===== src/rtl/image_proc_pkg.sv =====
// Shared definitions for the image processing path: colour class codes,
// classifier FSM states and RGB332 field positions.
package image_proc_pkg;

  typedef enum logic [1:0] {
    CLS_NONE  = 2'd0,
    CLS_RED   = 2'd1,
    CLS_GREEN = 2'd2,
    CLS_BLUE  = 2'd3
  } colour_cls_t;

  typedef enum logic {
    ST_IDLE  = 1'b0,
    ST_ACCUM = 1'b1
  } state_t;

  localparam int RED_MSB   = 7;
  localparam int RED_LSB   = 5;
  localparam int GREEN_MSB = 4;
  localparam int GREEN_LSB = 2;
  localparam int BLUE_MSB  = 1;
  localparam int BLUE_LSB  = 0;

  // Blue has one bit less than red/green; replicate its MSB so all three compare on 3 bits.
  function automatic logic [2:0] expand_blue(input logic [1:0] blue);
    return {blue, blue[1]};
  endfunction

endpackage


===== src/rtl/rgb332_classifier.sv =====
// Strictly-largest-of-three selector. Used on pixel channels and on band/frame counts;
// any tie for the maximum yields CLS_NONE.
module rgb332_classifier
  import image_proc_pkg::*;
#(
  parameter int W = 3
) (
  input  logic [W-1:0] red,
  input  logic [W-1:0] green,
  input  logic [W-1:0] blue,
  output logic [1:0]   cls
);

  // Pick the channel that beats both others.
  always_comb begin
    cls = CLS_NONE;
    if ((red > green) && (red > blue)) begin
      cls = CLS_RED;
    end else if ((green > red) && (green > blue)) begin
      cls = CLS_GREEN;
    end else if ((blue > red) && (blue > green)) begin
      cls = CLS_BLUE;
    end else begin
      cls = CLS_NONE;
    end
  end

endmodule


===== src/rtl/image_band_histogram.sv =====
// Streaming RGB332 colour classifier with per-band histograms and a one-deep result register.
// Optional frame-wide dominant class enabled by IMAGE_BAND_HIST_FRAME_SUM_EN.
module image_band_histogram
  import image_proc_pkg::*;
#(
  parameter int SCREEN_WIDTH = 176,
  parameter int BAND_HEIGHT  = 6,
  parameter int NUM_BANDS    = 24,
  parameter int COUNT_W      = 11,
  parameter int ADDR_W       = 15,
  localparam int BAND_W      = (NUM_BANDS > 1) ? $clog2(NUM_BANDS) : 1
) (
  input  logic               CLK,
  input  logic               RESET,
  input  logic               FRAME_START,
  input  logic [7:0]         PIXEL_IN,
  input  logic               PIXEL_VALID,
  output logic [ADDR_W-1:0]  READ_ADDRESS_NEXT,
  output logic               BUSY,
  output logic               RESULT_VALID,
  input  logic               RESULT_READY,
  output logic [BAND_W-1:0]  RESULT_BAND,
  output logic [COUNT_W-1:0] RESULT_RED,
  output logic [COUNT_W-1:0] RESULT_GREEN,
  output logic [COUNT_W-1:0] RESULT_BLUE,
  output logic [1:0]         RESULT_DOMINANT,
  output logic               FRAME_DONE,
  output logic               OVERFLOW,
  output logic [1:0]         FRAME_DOMINANT
);

  localparam int BAND_PIX = SCREEN_WIDTH * BAND_HEIGHT;
  localparam int PIX_W    = (BAND_PIX > 1) ? $clog2(BAND_PIX) : 1;
  localparam logic [PIX_W-1:0]  PIX_LAST  = PIX_W'(BAND_PIX - 1);
  localparam logic [BAND_W-1:0] BAND_LAST = BAND_W'(NUM_BANDS - 1);

  state_t state, state_next;

  logic [PIX_W-1:0]   pix_idx, base_pix;
  logic [BAND_W-1:0]  band_idx, base_band;
  logic [ADDR_W-1:0]  base_addr;
  logic [COUNT_W-1:0] cnt_red, cnt_green, cnt_blue;
  logic [COUNT_W-1:0] nxt_red, nxt_green, nxt_blue;
  logic [2:0]         pix_blue;
  logic [1:0]         pix_cls, band_dom;
  logic               take, hit_red, hit_green, hit_blue, band_end, frame_end;

  assign pix_blue = expand_blue(PIXEL_IN[BLUE_MSB:BLUE_LSB]);

  rgb332_classifier #(.W(3)) u_pixel_cls (
    .red   (PIXEL_IN[RED_MSB:RED_LSB]),
    .green (PIXEL_IN[GREEN_MSB:GREEN_LSB]),
    .blue  (pix_blue),
    .cls   (pix_cls)
  );

  rgb332_classifier #(.W(COUNT_W)) u_band_cls (
    .red   (nxt_red),
    .green (nxt_green),
    .blue  (nxt_blue),
    .cls   (band_dom)
  );

  // FRAME_START rebases everything to zero first so a same-cycle pixel becomes pixel 0 of band 0.
  always_comb begin
    base_pix  = FRAME_START ? {PIX_W{1'b0}}   : pix_idx;
    base_band = FRAME_START ? {BAND_W{1'b0}}  : band_idx;
    base_addr = FRAME_START ? {ADDR_W{1'b0}}  : READ_ADDRESS_NEXT;
    take      = PIXEL_VALID && (FRAME_START || (state == ST_ACCUM));
    hit_red   = take && (pix_cls == CLS_RED);
    hit_green = take && (pix_cls == CLS_GREEN);
    hit_blue  = take && (pix_cls == CLS_BLUE);
    nxt_red   = (FRAME_START ? {COUNT_W{1'b0}} : cnt_red)   + {{(COUNT_W-1){1'b0}}, hit_red};
    nxt_green = (FRAME_START ? {COUNT_W{1'b0}} : cnt_green) + {{(COUNT_W-1){1'b0}}, hit_green};
    nxt_blue  = (FRAME_START ? {COUNT_W{1'b0}} : cnt_blue)  + {{(COUNT_W-1){1'b0}}, hit_blue};
    band_end  = take && (base_pix == PIX_LAST);
    frame_end = band_end && (base_band == BAND_LAST);
  end

  // State register.
  always_ff @(posedge CLK) begin
    if (RESET) begin
      state <= ST_IDLE;
    end else begin
      state <= state_next;
    end
  end

  // Next-state logic; a restart while accumulating stays in ACCUM.
  always_comb begin
    state_next = state;
    case (state)
      ST_IDLE: begin
        if (FRAME_START && !frame_end) state_next = ST_ACCUM;
        else                           state_next = ST_IDLE;
      end
      ST_ACCUM: begin
        if (frame_end) state_next = ST_IDLE;
        else           state_next = ST_ACCUM;
      end
      default: state_next = ST_IDLE;
    endcase
  end

  // Pixel/band indices, address, band accumulators and the result register.
  always_ff @(posedge CLK) begin
    if (RESET) begin
      pix_idx           <= {PIX_W{1'b0}};
      band_idx          <= {BAND_W{1'b0}};
      READ_ADDRESS_NEXT <= {ADDR_W{1'b0}};
      cnt_red           <= {COUNT_W{1'b0}};
      cnt_green         <= {COUNT_W{1'b0}};
      cnt_blue          <= {COUNT_W{1'b0}};
      BUSY              <= 1'b0;
      RESULT_VALID      <= 1'b0;
      RESULT_BAND       <= {BAND_W{1'b0}};
      RESULT_RED        <= {COUNT_W{1'b0}};
      RESULT_GREEN      <= {COUNT_W{1'b0}};
      RESULT_BLUE       <= {COUNT_W{1'b0}};
      RESULT_DOMINANT   <= 2'b00;
      FRAME_DONE        <= 1'b0;
      OVERFLOW          <= 1'b0;
    end else begin
      BUSY       <= (state_next == ST_ACCUM);
      FRAME_DONE <= frame_end;
      if (band_end) begin
        pix_idx   <= {PIX_W{1'b0}};
        band_idx  <= frame_end ? {BAND_W{1'b0}} : base_band + {{(BAND_W-1){1'b0}}, 1'b1};
        cnt_red   <= {COUNT_W{1'b0}};
        cnt_green <= {COUNT_W{1'b0}};
        cnt_blue  <= {COUNT_W{1'b0}};
      end else begin
        pix_idx   <= base_pix + {{(PIX_W-1){1'b0}}, take};
        band_idx  <= base_band;
        cnt_red   <= nxt_red;
        cnt_green <= nxt_green;
        cnt_blue  <= nxt_blue;
      end
      if (frame_end) begin
        READ_ADDRESS_NEXT <= {ADDR_W{1'b0}};
      end else begin
        READ_ADDRESS_NEXT <= base_addr + {{(ADDR_W-1){1'b0}}, take};
      end
      if (band_end) begin
        RESULT_VALID    <= 1'b1;
        RESULT_BAND     <= base_band;
        RESULT_RED      <= nxt_red;
        RESULT_GREEN    <= nxt_green;
        RESULT_BLUE     <= nxt_blue;
        RESULT_DOMINANT <= band_dom;
      end else if (RESULT_VALID && RESULT_READY) begin
        RESULT_VALID <= 1'b0;
      end else begin
        RESULT_VALID <= RESULT_VALID;
      end
      // A completion that replaces an unaccepted result is the only overflow source.
      if (band_end && RESULT_VALID && !RESULT_READY) begin
        OVERFLOW <= 1'b1;
      end else if (FRAME_START) begin
        OVERFLOW <= 1'b0;
      end else begin
        OVERFLOW <= OVERFLOW;
      end
    end
  end

`ifdef IMAGE_BAND_HIST_FRAME_SUM_EN
  logic [COUNT_W-1:0] sum_red, sum_green, sum_blue;
  logic [COUNT_W-1:0] sum_red_nxt, sum_green_nxt, sum_blue_nxt;
  logic [1:0]         frame_cls;

  // Frame-wide totals include the pixel being accepted this cycle.
  always_comb begin
    sum_red_nxt   = (FRAME_START ? {COUNT_W{1'b0}} : sum_red)   + {{(COUNT_W-1){1'b0}}, hit_red};
    sum_green_nxt = (FRAME_START ? {COUNT_W{1'b0}} : sum_green) + {{(COUNT_W-1){1'b0}}, hit_green};
    sum_blue_nxt  = (FRAME_START ? {COUNT_W{1'b0}} : sum_blue)  + {{(COUNT_W-1){1'b0}}, hit_blue};
  end

  rgb332_classifier #(.W(COUNT_W)) u_frame_cls (
    .red   (sum_red_nxt),
    .green (sum_green_nxt),
    .blue  (sum_blue_nxt),
    .cls   (frame_cls)
  );

  // Frame accumulators; the frame class is held until the next frame completes.
  always_ff @(posedge CLK) begin
    if (RESET) begin
      sum_red        <= {COUNT_W{1'b0}};
      sum_green      <= {COUNT_W{1'b0}};
      sum_blue       <= {COUNT_W{1'b0}};
      FRAME_DOMINANT <= 2'b00;
    end else if (frame_end) begin
      sum_red        <= {COUNT_W{1'b0}};
      sum_green      <= {COUNT_W{1'b0}};
      sum_blue       <= {COUNT_W{1'b0}};
      FRAME_DOMINANT <= frame_cls;
    end else begin
      sum_red        <= sum_red_nxt;
      sum_green      <= sum_green_nxt;
      sum_blue       <= sum_blue_nxt;
      FRAME_DOMINANT <= FRAME_DOMINANT;
    end
  end
`else
  assign FRAME_DOMINANT = 2'b00;
`endif

endmodule


===== config.mk =====
export PLATFORM = sky130hd
export DESIGN_NAME = image_band_histogram
export DESIGN_NICKNAME = d
export VERILOG_FILES = /design/src/rtl/image_proc_pkg.sv /design/src/rtl/rgb332_classifier.sv /design/src/rtl/image_band_histogram.sv
export SDC_FILE = /design/constraint.sdc
export NUM_CORES = 1
export LEC_CHECK = 0
export CAP_MARGIN = 20
export CORE_MARGIN = 4
export CORE_UTILIZATION = 44
export CTS_CLUSTER_DIAMETER = 200
export DETAILED_ROUTE_END_ITERATION = 10
export GPL_TIMING_DRIVEN = 0
export PLACE_DENSITY_LB_ADDON = 0.08
export SLEW_MARGIN = 20
export SYNTH_ARGS = -nofsm -noshare
export SYNTH_HDL_FRONTEND = slang
export SYNTH_SLANG_ARGS = --single-unit
export TNS_END_PERCENT = 50

===== constraint.sdc =====
create_clock -name CLK -period 6.45 [get_ports CLK]
set_input_delay 1.6125 -clock CLK [delete_from_list [all_inputs] [get_ports CLK]]
set_output_delay 1.6125 -clock CLK [all_outputs]
set_load 0.01 [all_outputs]

* Word-level counts from Yosys, hierarchy flattened
Index checks and enable logic that the tools add are counted.
W data, S select, Z words.
** Storage, ports and cells
- Register bits :: 108
- Input port bits :: 13
- Logic and storage cells :: 83
** Operators by class
- Equality and inequality tests :: 5
- Magnitude comparators :: 12
- Mux-type cells :: 21
- Reduce and logical (&&, ||, !) cells :: 23
- Bitwise gates (word level) :: 1
- $add $sub $neg :: 6
** Operators with widths (number)
- $gt A11 B11 Y1 :: 6
- $add A11 B1 Y11 :: 4
- $mux W11 :: 4
- $gt A3 B3 Y1 :: 6
- $logic_and A1 B1 Y1 :: 16
- $add A15 B1 Y15 :: 1
- $mux W15 :: 1
- $mux W5 :: 3
- $mux W2 :: 6
- $eq A11 B11 Y1 const B :: 1
- $mux W1 :: 6
- $add A5 B1 Y5 const B :: 1
- $eq A5 B5 Y1 const B :: 1
- $eq A2 B2 Y1 const B :: 2
- $reduce_bool A2 Y1 :: 2
- $reduce_or A2 Y1 :: 2
- $eq A2 B1 Y1 const B :: 1
- $logic_not A1 Y1 :: 2
- $pmux W1 S2 :: 1
- $logic_or A1 B1 Y1 :: 1
- $not A1 Y1 :: 1

* Logic depth before layout (Yosys ltp)
Gate-level depths: netlist (run 1).
- Depth in word-level cells :: 13
- Gate-level depth with buffers :: 22

* Cells and area by module
Synthesis (run 1) repeated with hierarchy kept, for this count alone.
** Second synthesis, totals
- Cell total of the unflattened synthesis :: 681
- Area total of the unflattened synthesis :: 5676.7 um^2
** By module, submodules not included
- image_band_histogram :: area each 4645.7 um^2, instances 1, cells each 548, sequential area each 2162.1 um^2
- rgb332_classifier at u_band_cls :: area each 804.5 um^2, instances 1, cells each 103, sequential area each 0.0 um^2
- rgb332_classifier at u_pixel_cls :: area each 226.5 um^2, instances 1, cells each 30, sequential area each 0.0 um^2

* Worst setup path before layout (run 1)
Ideal clock, no wire load.
- Path kind :: input port to flip-flop
- From :: input port PIXEL_IN[6]
- To :: register RESULT_DOMINANT[1]
- Required time :: 6.317 ns
- Setup slack :: 1.423 ns
- Stages on the path :: 20
- Library setup time :: 0.133 ns
- Arrival time :: 4.895 ns
- Buffers on the path :: 0
- Cell sequence :: inv_1 > ha_1 > a21o_1 > a21oi_1 > nand2_1 > a311oi_1 > ha_1 > ha_1 > nand2_1 > or3_4 > a21oi_4 > inv_1 > ha_1 > a21o_1 > a211o_1 > nor3b_1 > a221o_1 > nor3_1 > a32oi_1 > a211oi_2
** Between the ends
- Longest elaborated chain between the ends :: 13
- Elaborated cells between the ends (all ways) :: 31
** RTL lines
- start, declared :: line image_band_histogram.sv:16 : input logic [7:0] PIXEL_IN,
- $gt A3 B3 Y1 :: line rgb332_classifier.sv:21 : end else if ((blue > red) && (blue > green)) begin
- $logic_and A1 B1 Y1 :: line rgb332_classifier.sv:21
- $mux W2 :: line rgb332_classifier.sv:21
- $mux W2 :: line rgb332_classifier.sv:19 : end else if ((green > red) && (green > blue)) begin
- $mux W2 * :: line rgb332_classifier.sv:17 : if ((red > green) && (red > blue)) begin
- $eq A2 B2 Y1 (tied with other cells) :: line image_band_histogram.sv:72 : hit_blue = take && (pix_cls == CLS_BLUE);
- $logic_and A1 B1 Y1, on equally long branches :: line image_band_histogram.sv:72, image_band_histogram.sv:70, image_band_histogram.sv:71
- $add A11 B1 Y11, on equally long branches :: line image_band_histogram.sv:75, image_band_histogram.sv:73, image_band_histogram.sv:74
- $gt A11 B11 Y1 :: line rgb332_classifier.sv:21
- $logic_and A1 B1 Y1 :: line rgb332_classifier.sv:21
- $mux W2 :: line rgb332_classifier.sv:21
- $mux W2 :: line rgb332_classifier.sv:19
- $mux W2 * :: line rgb332_classifier.sv:17
- end signal, assigned :: line image_band_histogram.sv:150 : RESULT_DOMINANT <= band_dom;
- end, declared :: line image_band_histogram.sv:26 : output logic [1:0] RESULT_DOMINANT,
Every way passes the cells marked *; elsewhere a longest branch is shown, timed or not.
A chain may end at the register's enable or synchronous reset.

* Worst setup path after layout (run 1)
- From :: input port FRAME_START
- To :: register RESULT_DOMINANT[0]
** Between the ends
- Longest elaborated chain between the ends :: 9
- Elaborated cells between the ends (all ways) :: 26
** RTL lines
- start, declared :: line image_band_histogram.sv:15 : input logic FRAME_START,
- $logic_or A1 B1 Y1 :: line image_band_histogram.sv:69 : take = PIXEL_VALID && (FRAME_START || (state == ST_ACCUM));
- $logic_and A1 B1 Y1 :: line image_band_histogram.sv:69
- $logic_and A1 B1 Y1, on equally long branches :: line image_band_histogram.sv:72, image_band_histogram.sv:70, image_band_histogram.sv:71
- $add A11 B1 Y11, on equally long branches :: line image_band_histogram.sv:75, image_band_histogram.sv:73, image_band_histogram.sv:74
- $gt A11 B11 Y1 :: line rgb332_classifier.sv:21
- $logic_and A1 B1 Y1 :: line rgb332_classifier.sv:21
- $mux W2 :: line rgb332_classifier.sv:21
- $mux W2 :: line rgb332_classifier.sv:19
- $mux W2 :: line rgb332_classifier.sv:17
Parallel ways exist; a longest one is shown, timed or not.

==> results.md, run 1 <==
* Outcome: finished, final reports clean
* Synth-to-layout area growth at 21.8%
* Worst path bufs/invs at 5
* DRC at 0
* Max VDD drop at 0.158 mV
* Starting DRT DRC Count at 372
* Max Root-Sink Buffers at 2
* Hold Vio Cnt, Final at 0
* Layout cell share with drive strength beyond 1 at 0.0626
* Setup CP Type: in2reg
* Pre-CTS WS at -391 ps
* Synthesized area at 0.00571 mm^2
* Port Buffers at 70
* Die area at 0.0149 mm^2
* CP Cell Sequence: clkdlybuf4s50_1 -> buf_6 -> buf_4 -> clkbuf_1 -> clkbuf_2 -> nor2b_1 -> ha_1 -> ha_1 -> xnor2_1 -> ha_1 -> o21a_1 -> o31ai_1 -> a21oi_1 -> o221ai_1 -> nand3_1 -> a311o_1 -> a211oi_1
* Total setup buffers inserted after CTS at 0
* Final Instance Area at 0.00696 mm^2
* Nets at 840
* Vias at 4988
* Vias in the first global route at 5047
* Finished Layout Cells at 955
* DP Wirelength at 12300 um
* Worst slew pin tran at 707 ps
* CP top delay family: buffers and inverters
* Die X at 122 um
* Io pins at 74
* Slew Limit Headroom at 0.525
* Placed inst area at 0.00663 mm^2
* Count of final max-slew check failures at 0
* Die Y-Extent at 122 um
* Synthesized flop and latch total at 108
* Post-Syn Area per Cell at 8.20 um^2
* Unrepaired setup endpoints after global routing: false
* Worst EP required at 6720 ps
* Number of flops mapped to enable cells by yosys at 0
* Post-synthesis cell type count at 59
* CTS root buffer: clkbuf_16
* PD cells at 195 mW/mm^2
* Crit. End Element: flop
* Final setup margin at 425 ps
* Post-synthesis sequential area ratio at 0.378
* Core area at 0.0127 mm^2
* Cell total after placement at 940
* TritonCTS clock tree: yes
* Final worst clock skew at 9.25 ps
* Crit path arrival time at 6300 ps
* P_leak at 2.81 nW
* Peak Freq at 166 MHz
* Antenna violations before repair at 0
* Power Total at 0.00136 W
* Crit path launch type: input pin
* Wirelength, routed at 15700 um
* Via/cell ratio at 5.22
* Reg clk slew, reported paths at 70 ps
* Grt total ovfl at 0
* Sink Count at 108
* Hold Worst Slack at 460 ps
* # rows at 41
* FFs w/ async S/R, synth at 0
* Critical path peak fanout at 10
* CTS buffer count at 9
* H-tree levels at 3
* # diodes at 0
* Crit path top cell by count: ha_1
* Main synth FF type: dfxtp_1
* Clock Latency Late Sink at 360 ps
* Wire per inst at 16.5 um
* Largest net degree at the start of global routing at 19
* Post-cts sizing count at 0
* Final setup vio count at 0
* Minimum clock period at 6020 ps
* Max_cap viols at 0
* Initial Utilization at 0.451
* Fin crit share at 0.934
* Routability cong. at 0.894
* Worst min-delay path class: reg2reg
* Total GRT Usage at 0.224
* Slowest cell delay on critical path at 650 ps
* Critical-path top delay cell: clkdlybuf4s50_1
* CTS Hold Bufs at 0
* Gate Count Post-Synth at 697
* First-pass GRT wire length at 25800 um
* TritonRoute pass-1 iters at 5
* Antenna Violating Nets Remaining at 0
* Synth Warn # at 0
## cell usage after synthesis (all sizes together), types with 2 or more instances
master	instances	share of area
dfxtp	108	0.38
nor2	105	0.069
nand2	78	0.052
ha	49	0.11
a21oi	48	0.045
inv	46	0.030
nor2b	31	0.034
nand3	30	0.026
xnor2	25	0.038
xor2	21	0.032
clkbuf	19	0.012
nor3	14	0.012
buf	13	0.014
nand4	12	0.013
or2	12	0.013
o21ai	11	0.0096
and3	9	0.010
nand2b	9	0.011
a211oi	7	0.010
and4	6	0.010
a21o	4	0.0053
and2	4	0.0044
mux2i	4	0.0092
nor3b	4	0.0053
a31oi	3	0.0085
nand4b	3	0.0072
o21a	3	0.0039
nand3b	2	0.0026
nor4b	2	0.0031
o211ai	2	0.0026
or3	2	0.0031
## layout make-up
type,count,area [um^2]
buffer,31,148
clock buffer,9,225
clock inverter,7,96.3
fill,1218,5710
inverter,46,173
multi-input combinational,512,3240
sequential,108,2160
tap,172,215
timing repair buffer,70,701
## flip-flops by register name (all words and copies together), names as in the netlist, 2 cells and up
name	count
cnt_red	11
RESULT_DOMINANT	2
cnt_blue	11
RESULT_BLUE	11
READ_ADDRESS_NEXT	15
RESULT_GREEN	11
RESULT_RED	11
cnt_green	11
band_idx	5
RESULT_BAND	5
pix_idx	11
## stage by stage
step | setup TNS [ps] | util
floorplan | 0 | -
detailed placement | -732 | 0.524
global route | 0 | 0.549
CTS | 0 | 0.549
global placement | -500 | 0.524
finish | 0 | 0.549
## worst register-to-register path: cells and delay by family (launching register included)
kind	cells	cell delay [ps]
AOI/OAI and AO/OA	8	1870
adders and majority gates	3	830
and+or+nand+nor	4	730
DFF	1	360
buffers and inverters	1	120
## power breakdown
part           switching (W)  leakage (nW)  internal (W)  total (W)
clock network       0.000265         0.160      0.000343   0.000607
logic              0.0000497          1.78     0.0000321  0.0000818
registers         0.00000130         0.870      0.000669   0.000670
total               0.000316          2.81       0.00104    0.00136
## logic make-up (layout without fill, tap and decap cells)
kind of cell / Yosys count / in the layout / synth area share
adders and majority gates: 49 / 49 / 0.107
buffers and inverters: 78 / 163 / 0.0563
xor gates and xnor gates: 46 / 46 / 0.0705
other: 1 / 2 / 0.000656
DFF: 108 / 108 / 0.378
and+or+nand+nor: 324 / 324 / 0.278
AOI/OAI and AO/OA: 86 / 86 / 0.0977
muxes: 5 / 5 / 0.0112
## routing by layer
metal	vias up	global-route usage	part of all wire
met5	-	0	0
met4	0	0.0658	0.019
met3	21	0.0525	0.045
met2	114	0.368	0.48
met1	2380	0.293	0.45
li1	2473	-	-
## cells in the final DEF, fill, tap and decap left out, types with 21 or more instances in the layout
master and instances:
nand3_1 30, inv_1 46, nor2b_1 31, nand2_1 77, clkdlybuf4s50_1 70, ha_1 49, xnor2_1 25, nor2_1 104
dfxtp_1 108, a21oi_1 45, xor2_1 21
## worst paths after layout
check                               startpoint                  to  slack, ps  cells after the start
worst max-delay path               FRAME_START  RESULT_DOMINANT[0]        430                     17
worst min-delay path            RESULT_BAND[2]      RESULT_BAND[2]        460                      2
worst max register to register            BUSY  RESULT_DOMINANT[1]       2430                     16
worst min register to register  RESULT_BAND[2]      RESULT_BAND[2]        460                      2
Power figures use the tool's default switching activity.
==> run 2: changes to the inputs <==
- CTS_CLUSTER_DIAMETER: 200 -> 30
==> results of run 2 <==
The final DEF is identical to that of run 1; final timing and power are the same.
==> RTL edit 1: new RTL, flow settings as in run 1 <==
Set the parameter `NUM_BANDS` to 36 (it was 24).
--- a/src/rtl/image_band_histogram.sv
+++ b/src/rtl/image_band_histogram.sv
@@ -7,3 +7,3 @@
   parameter int BAND_HEIGHT  = 6,
-  parameter int NUM_BANDS    = 24,
+  parameter int NUM_BANDS    = 36,
   parameter int COUNT_W      = 11,
Interface: changed (resized RESULT_BAND); port bits go from 74 to 75. No check against the original RTL was run, so the function may have changed too.
==> RTL edit 1 against run 1 <==
  * Sequential cell count increased by 2
  * Worst setup slack worse by 0.061 ns
  * Area after synthesis grew 1.9%
  * Routed wire length increased by 3.2%
  * Sequential share of layout area fell by 0.055 points
  * First-iteration DRC count decreased by 39%
  * Power is 3.3% higher
  * Final area rose by 2.0%
==> RTL edit 1: results (changes against run 1) <==
Clock tree
  – TritonCTS Buffers: 9 (unchanged)
  – Clock tree buffer depth: 2 (unchanged)
  – Worst skew pair latency: 0.36 ns (about the same)
  – H-tree Lvls: 3 (unchanged)
  – Reg clk slew, reported paths: 0.07 ns (about the same)
  – Root buf cell: clkbuf_16 (unchanged)
  – Postcts setup bufs: 0 (unchanged)

Routing
  – WL/cell: 16.9 um (was 16.5 um)
  – First-pass iteration count of the detailed router: 4 (was 5)
  – Iteration-0 DRC Markers: 228 (was 372)
  – Drt via density: 5.18 (was 5.22)

Placed design
  – # port buffers: 71 (was 70)
  – Gpl congestion: 0.884 (was 0.894)
  – Post-DP HPWL: 12.7 mm (was 12.3 mm)

Setup path
  – Delay-heaviest family, CP: simple AND/OR/NAND/NOR gates (was buffers and inverters)
  – Crit path required time: 6.74 ns (was 6.72 ns)
  – Crit path max fanout: 10 (unchanged)
  – Slowest stage cell, crit path: nor4bb_1 (was clkdlybuf4s50_1)
  – Crit path largest cell delay: 0.44 ns (was 0.65 ns)

Cells and area
  – Antenna cells: 0 (unchanged)
  – Share of layout cells above drive strength 1: 6.88% (was 6.26%)
  – Max reg flops: 15 (unchanged)
  – Nets: 843 (was 840)
  – Reg with most FFs: READ_ADDRESS_NEXT (unchanged)

Synthesis
  – Synth cell types: 59 (unchanged)
  – Async set or reset register ratio after synthesis: 0% (unchanged)
  – Synth top area cells: dfxtp_1 (38%), ha_1 (11%), nor2_1 (7.0%), xnor2_1 (5.0%), nand2_1 (4.0%) (was dfxtp_1 (38%), ha_1 (11%), nor2_1 (6.8%), nand2_1 (5.1%), a21oi_1 (3.9%))
  – Top cells by count, synth: dfxtp_1 (110), nor2_1 (108), nand2_1 (62), ha_1 (49), inv_1 (43) (was dfxtp_1 (108), nor2_1 (104), nand2_1 (77), ha_1 (49), inv_1 (46))
  – Sequential share of the synthesized area: 37.8% (about the same)
  – YS warnings: 0 (unchanged)

Pwr
  – Static Leak: 0.00282 uW (was 0.00281 uW)
  – Peak supply drop: 0.000135 V (was 0.000158 V)

Timing
  – Actual slew at the worst max-slew pin: 0.810 ns (was 0.707 ns)
  – Final clock skew: 0.00746 ns (was 0.00925 ns)

Global route
  – First-pass GRT wire length: 25.8 mm (about the same)
  – Largest net degree at the start of global routing: 19 (unchanged)
  – Vias in the first global route: 4961 (was 5047)
  – Initial antenna violation count: 0 (unchanged)
  – GRT Total Usage: 22.3% (was 22.4%)

Min path
  – HP Class: flop to flop (unchanged)

Status
  – Status: finished clean (unchanged)
## RTL edit 1: changes by cell type in the layout (fill, tap and decap cells not counted), moves of 4 or more
cell,delta
or2_2,+16
nand2_1,-15
or2_1,-10
a21oi_1,-8
xnor2_1,+8
clkbuf_1,+6
buf_2,-4
nor2_1,+4
nor3_1,-4
nor4_1,+4
## RTL edit 1: per-stage QoR
step	std cells	setup WS (ns)	TNS [ns]	cell area (um^2)	power, uW
2_1_floorplan	699	1.16	0	5830	744
3_3_place_gp	942	-0.280	-0.521	6750	773
3_5_place_dp	942	-0.303	-0.570	6750	775
4_1_cts	957	0.0257	0	7100	1420
5_1_grt	957	0.0336	0	7100	1450
6_report	957	0.364	0	7100	1400
## RTL edit 1: cell type report
class                   instances  area [um^2]
fillers                      1213         5670
clock buffers                   9          225
multi-input cells             513         3320
well taps                     172          215
repair buffers                 71          711
flip-flops and latches        110         2200
inverters                      44          165
clock inverters                 6          119
plain buffers                  32          143
## RTL edit 1: worst paths after layout
check                                     from            endpoint  slack (ns)  cells after the start
worst max register to register            BUSY  RESULT_DOMINANT[0]        2.04                     16
worst min register to register  RESULT_BLUE[9]      RESULT_BLUE[9]        0.45                      2
worst min-delay path            RESULT_BLUE[9]      RESULT_BLUE[9]        0.45                      2
worst max-delay path               FRAME_START  RESULT_DOMINANT[0]        0.36                     19
## RTL edit 1: cells by family after synthesis
group                      Yosys count  share of synthesized area (%)
and+or+nand+nor                    320                           27.2
muxes                                7                           1.48
buffers and inverters               76                           5.24
AOI/OAI and AO/OA                   78                           8.36
other                                1                         0.0644
xor gates and xnor gates            56                           9.15
DFF                                110                           37.8
adders and majority gates           50                           10.7
## RTL edit 1: tightest hold or removal path, stage by stage (launching register included)
cell and delay, ns:
dfxtp_1 0.31, nand2_1 0.05, a21oi_1 0.05
## RTL edit 1: where the power goes
part / switching (uW) / leakage (uW) / internal [uW]
registers: 1.49 / 0.000886 / 681
clock network: 262 / 0.000168 / 382
logic: 47.1 / 0.00177 / 29.5
## RTL edit 1: what timing repair did
action	4_1_cts	5_1_grt
setup endpoints to repair	0	2
resized for setup	0	4
hold buffers	0	0
## RTL edit 1: routing by layer
layer	up-vias	wire length (um)	global-route usage [%]	part of all wire [%]
met4	0	414	7.20	2.6
li1	2501	-	-	-
met3	28	826	4.53	5.1
met5	-	0	0	0
met2	109	7800	38.4	48
met1	2322	7160	27.9	44
==> RTL edit 2: new RTL, settings of run 1 <==
Made on the original files. Put one more register stage on the output `RESULT_RED`, without a reset. The value now appears one clock later. The other outputs are not delayed to match.
--- a/src/rtl/image_band_histogram.sv
+++ b/src/rtl/image_band_histogram.sv
@@ -36,2 +36,4 @@
 
+  logic [COUNT_W-1:0] RESULT_RED_s0;
+
   state_t state, state_next;
@@ -116,3 +118,3 @@
       RESULT_BAND       <= {BAND_W{1'b0}};
-      RESULT_RED        <= {COUNT_W{1'b0}};
+      RESULT_RED_s0     <= {COUNT_W{1'b0}};
       RESULT_GREEN      <= {COUNT_W{1'b0}};
@@ -146,3 +148,3 @@
         RESULT_BAND     <= base_band;
-        RESULT_RED      <= nxt_red;
+        RESULT_RED_s0   <= nxt_red;
         RESULT_GREEN    <= nxt_green;
@@ -208,2 +210,6 @@
 
+  always_ff @(posedge CLK) begin
+    RESULT_RED <= RESULT_RED_s0;
+  end
+
 endmodule
Formal check against the unedited RTL: same outputs for any inputs over 10 cycles, from zero or initial values and one cycle with RESET high; that may be too few to reach the edited logic, so the function may still have changed.
==> RTL edit 2 against run 1 <==
  * Worst setup slack improved by 0.084 ns
  * Power increased by 34%
  * Combinational power decreased by 1%
  * Routed wire length decreased by 4.5%
  * Clock power increased by 65%
  * Sequential cell count increased by 11
  * Area after synthesis increased by 2.4%
  * Final area increased by 6.7%
==> RTL edit 2: results (changes against run 1) <==
Global route
  – Vias in the first global route: 4852 (was 5047)
  – Met1 usage: 27.0% (was 29.3%)
  – GRT met3 Usage: 4.35% (was 5.25%)
  – Largest net degree at the start of global routing: 17 (was 19)
  – Met2 Usage GRT: 34.1% (was 36.8%)

Synthesis
  – Share of the synthesized netlist area taken by xor and xnor gates: 7.63% (was 7.05%)
  – Mux contribution to synthesized area: 0.727% (was 1.12%)
  – Syn avg cell area: 8.39 um^2 (was 8.20 um^2)
  – Synth cell types: 51 (was 59)
  – #FFs+latches synth: 119 (was 108)

Placed design
  – Post-DP Area: 0.00678 mm^2 (was 0.00663 mm^2)
  – # port buffers: 71 (was 70)
  – Post-DP HPWL: 11.8 mm (was 12.3 mm)
  – Pre-CTS setup slack: -0.792 ns (was -0.391 ns)
  – Placed cell count: 942 (was 940)
  – Gpl congestion: 0.922 (was 0.894)

Cells and area
  – Nets: 850 (was 840)
  – # clk buffers: 21 (was 9)
  – Fill count: 1214 (was 1218)
  – Invs w/o clock: 45 (was 46)
  – ClkCell Share: 8.46% (was 4.62%)
  – Buffering overhead: 11.4% (was 12.2%)
  – Final Cell Area: 0.00743 mm^2 (was 0.00696 mm^2)
  – Share of layout cells above drive strength 1: 8.01% (was 6.26%)

Setup path
  – Worst reg-to-reg setup slack: 2.33 ns (was 2.43 ns)
  – Crit path DAT: 6.27 ns (was 6.30 ns)
  – Worst reg2reg endpoint: RESULT_DOMINANT[0] (was RESULT_DOMINANT[1])
  – Crit path max fanout: 19 (was 10)
  – Crit path largest cell delay: 0.57 ns (was 0.65 ns)

Routing
  – Routed length on met3: 616 um (was 712 um)
  – WL met2: 7.13 mm (was 7.55 mm)
  – Routed met1 length: 6.97 mm (was 7.14 mm)
  – Iteration-0 DRC Markers: 271 (was 372)
  – WL/cell: 15.5 um (was 16.5 um)
  – Routed WL: 15.0 mm (was 15.7 mm)
  – Drt via density: 5.09 (was 5.22)
  – First-pass iteration count of the detailed router: 4 (was 5)

Clock tree
  – Reg clk slew, reported paths: 0.05 ns (was 0.07 ns)
  – H-tree Lvls: 4 (was 3)
  – Cts repair resizes: 2 (was 0)

Min path
  – Hold EP: RESULT_RED[2] (was RESULT_BAND[2])
  – Hold path startpoint: RESULT_RED_s0[2] (was RESULT_BAND[2])
  – Depth of the worst hold-timing path: 0 (was 2)

Pwr
  – Static Leak: 0.00300 uW (was 0.00281 uW)
  – Peak supply drop: 0.000133 V (was 0.000158 V)
  – NetSw: 371 uW (was 316 uW)

Timing
  – Actual slew at the worst max-slew pin: 0.845 ns (was 0.707 ns)
  – Hold slack: 0.352 ns (was 0.460 ns)
  – PnR worst setup slack: 0.510 ns (was 0.425 ns)
  – Final clock skew: 0.00744 ns (was 0.00925 ns)

Status
  – Status: finished clean (unchanged)
-- RTL edit 2: changes by cell type after synthesis, sizes merged, moves of 5 or more --
cell / run 1 / this run
dfxtp: 108 / 119
or2: 12 / 17
nand2b: 9 / 19
nor2b: 31 / 20
nand3: 30 / 39
clkbuf: 19 / 26
nor2: 105 / 86
xor2: 21 / 30
buf: 13 / 5
o21ai: 11 / 4
-- RTL edit 2: logic make-up (layout without fill, tap and decap cells) --
logic type      after synthesis  after routing
fa+ha+maj                    50             50
mux                           4              4
other cells                   1              2
xor+xnor                     51             51
simple gates                316            316
flops                       119            119
buf+inv                      76            176
compound gates               81             81
-- RTL edit 2: power groups by stage --
stage / registers [uW] / logic [uW] / clock network [uW]
final: 740 / 80.8 / 1000
after global routing: 739 / 90.6 / 1050
after CTS: 740 / 81.2 / 1010
after detailed placement: 755 / 80.7 / 0
after global placement: 755 / 78.7 / 0
after floorplan: 755 / 48.6 / 0
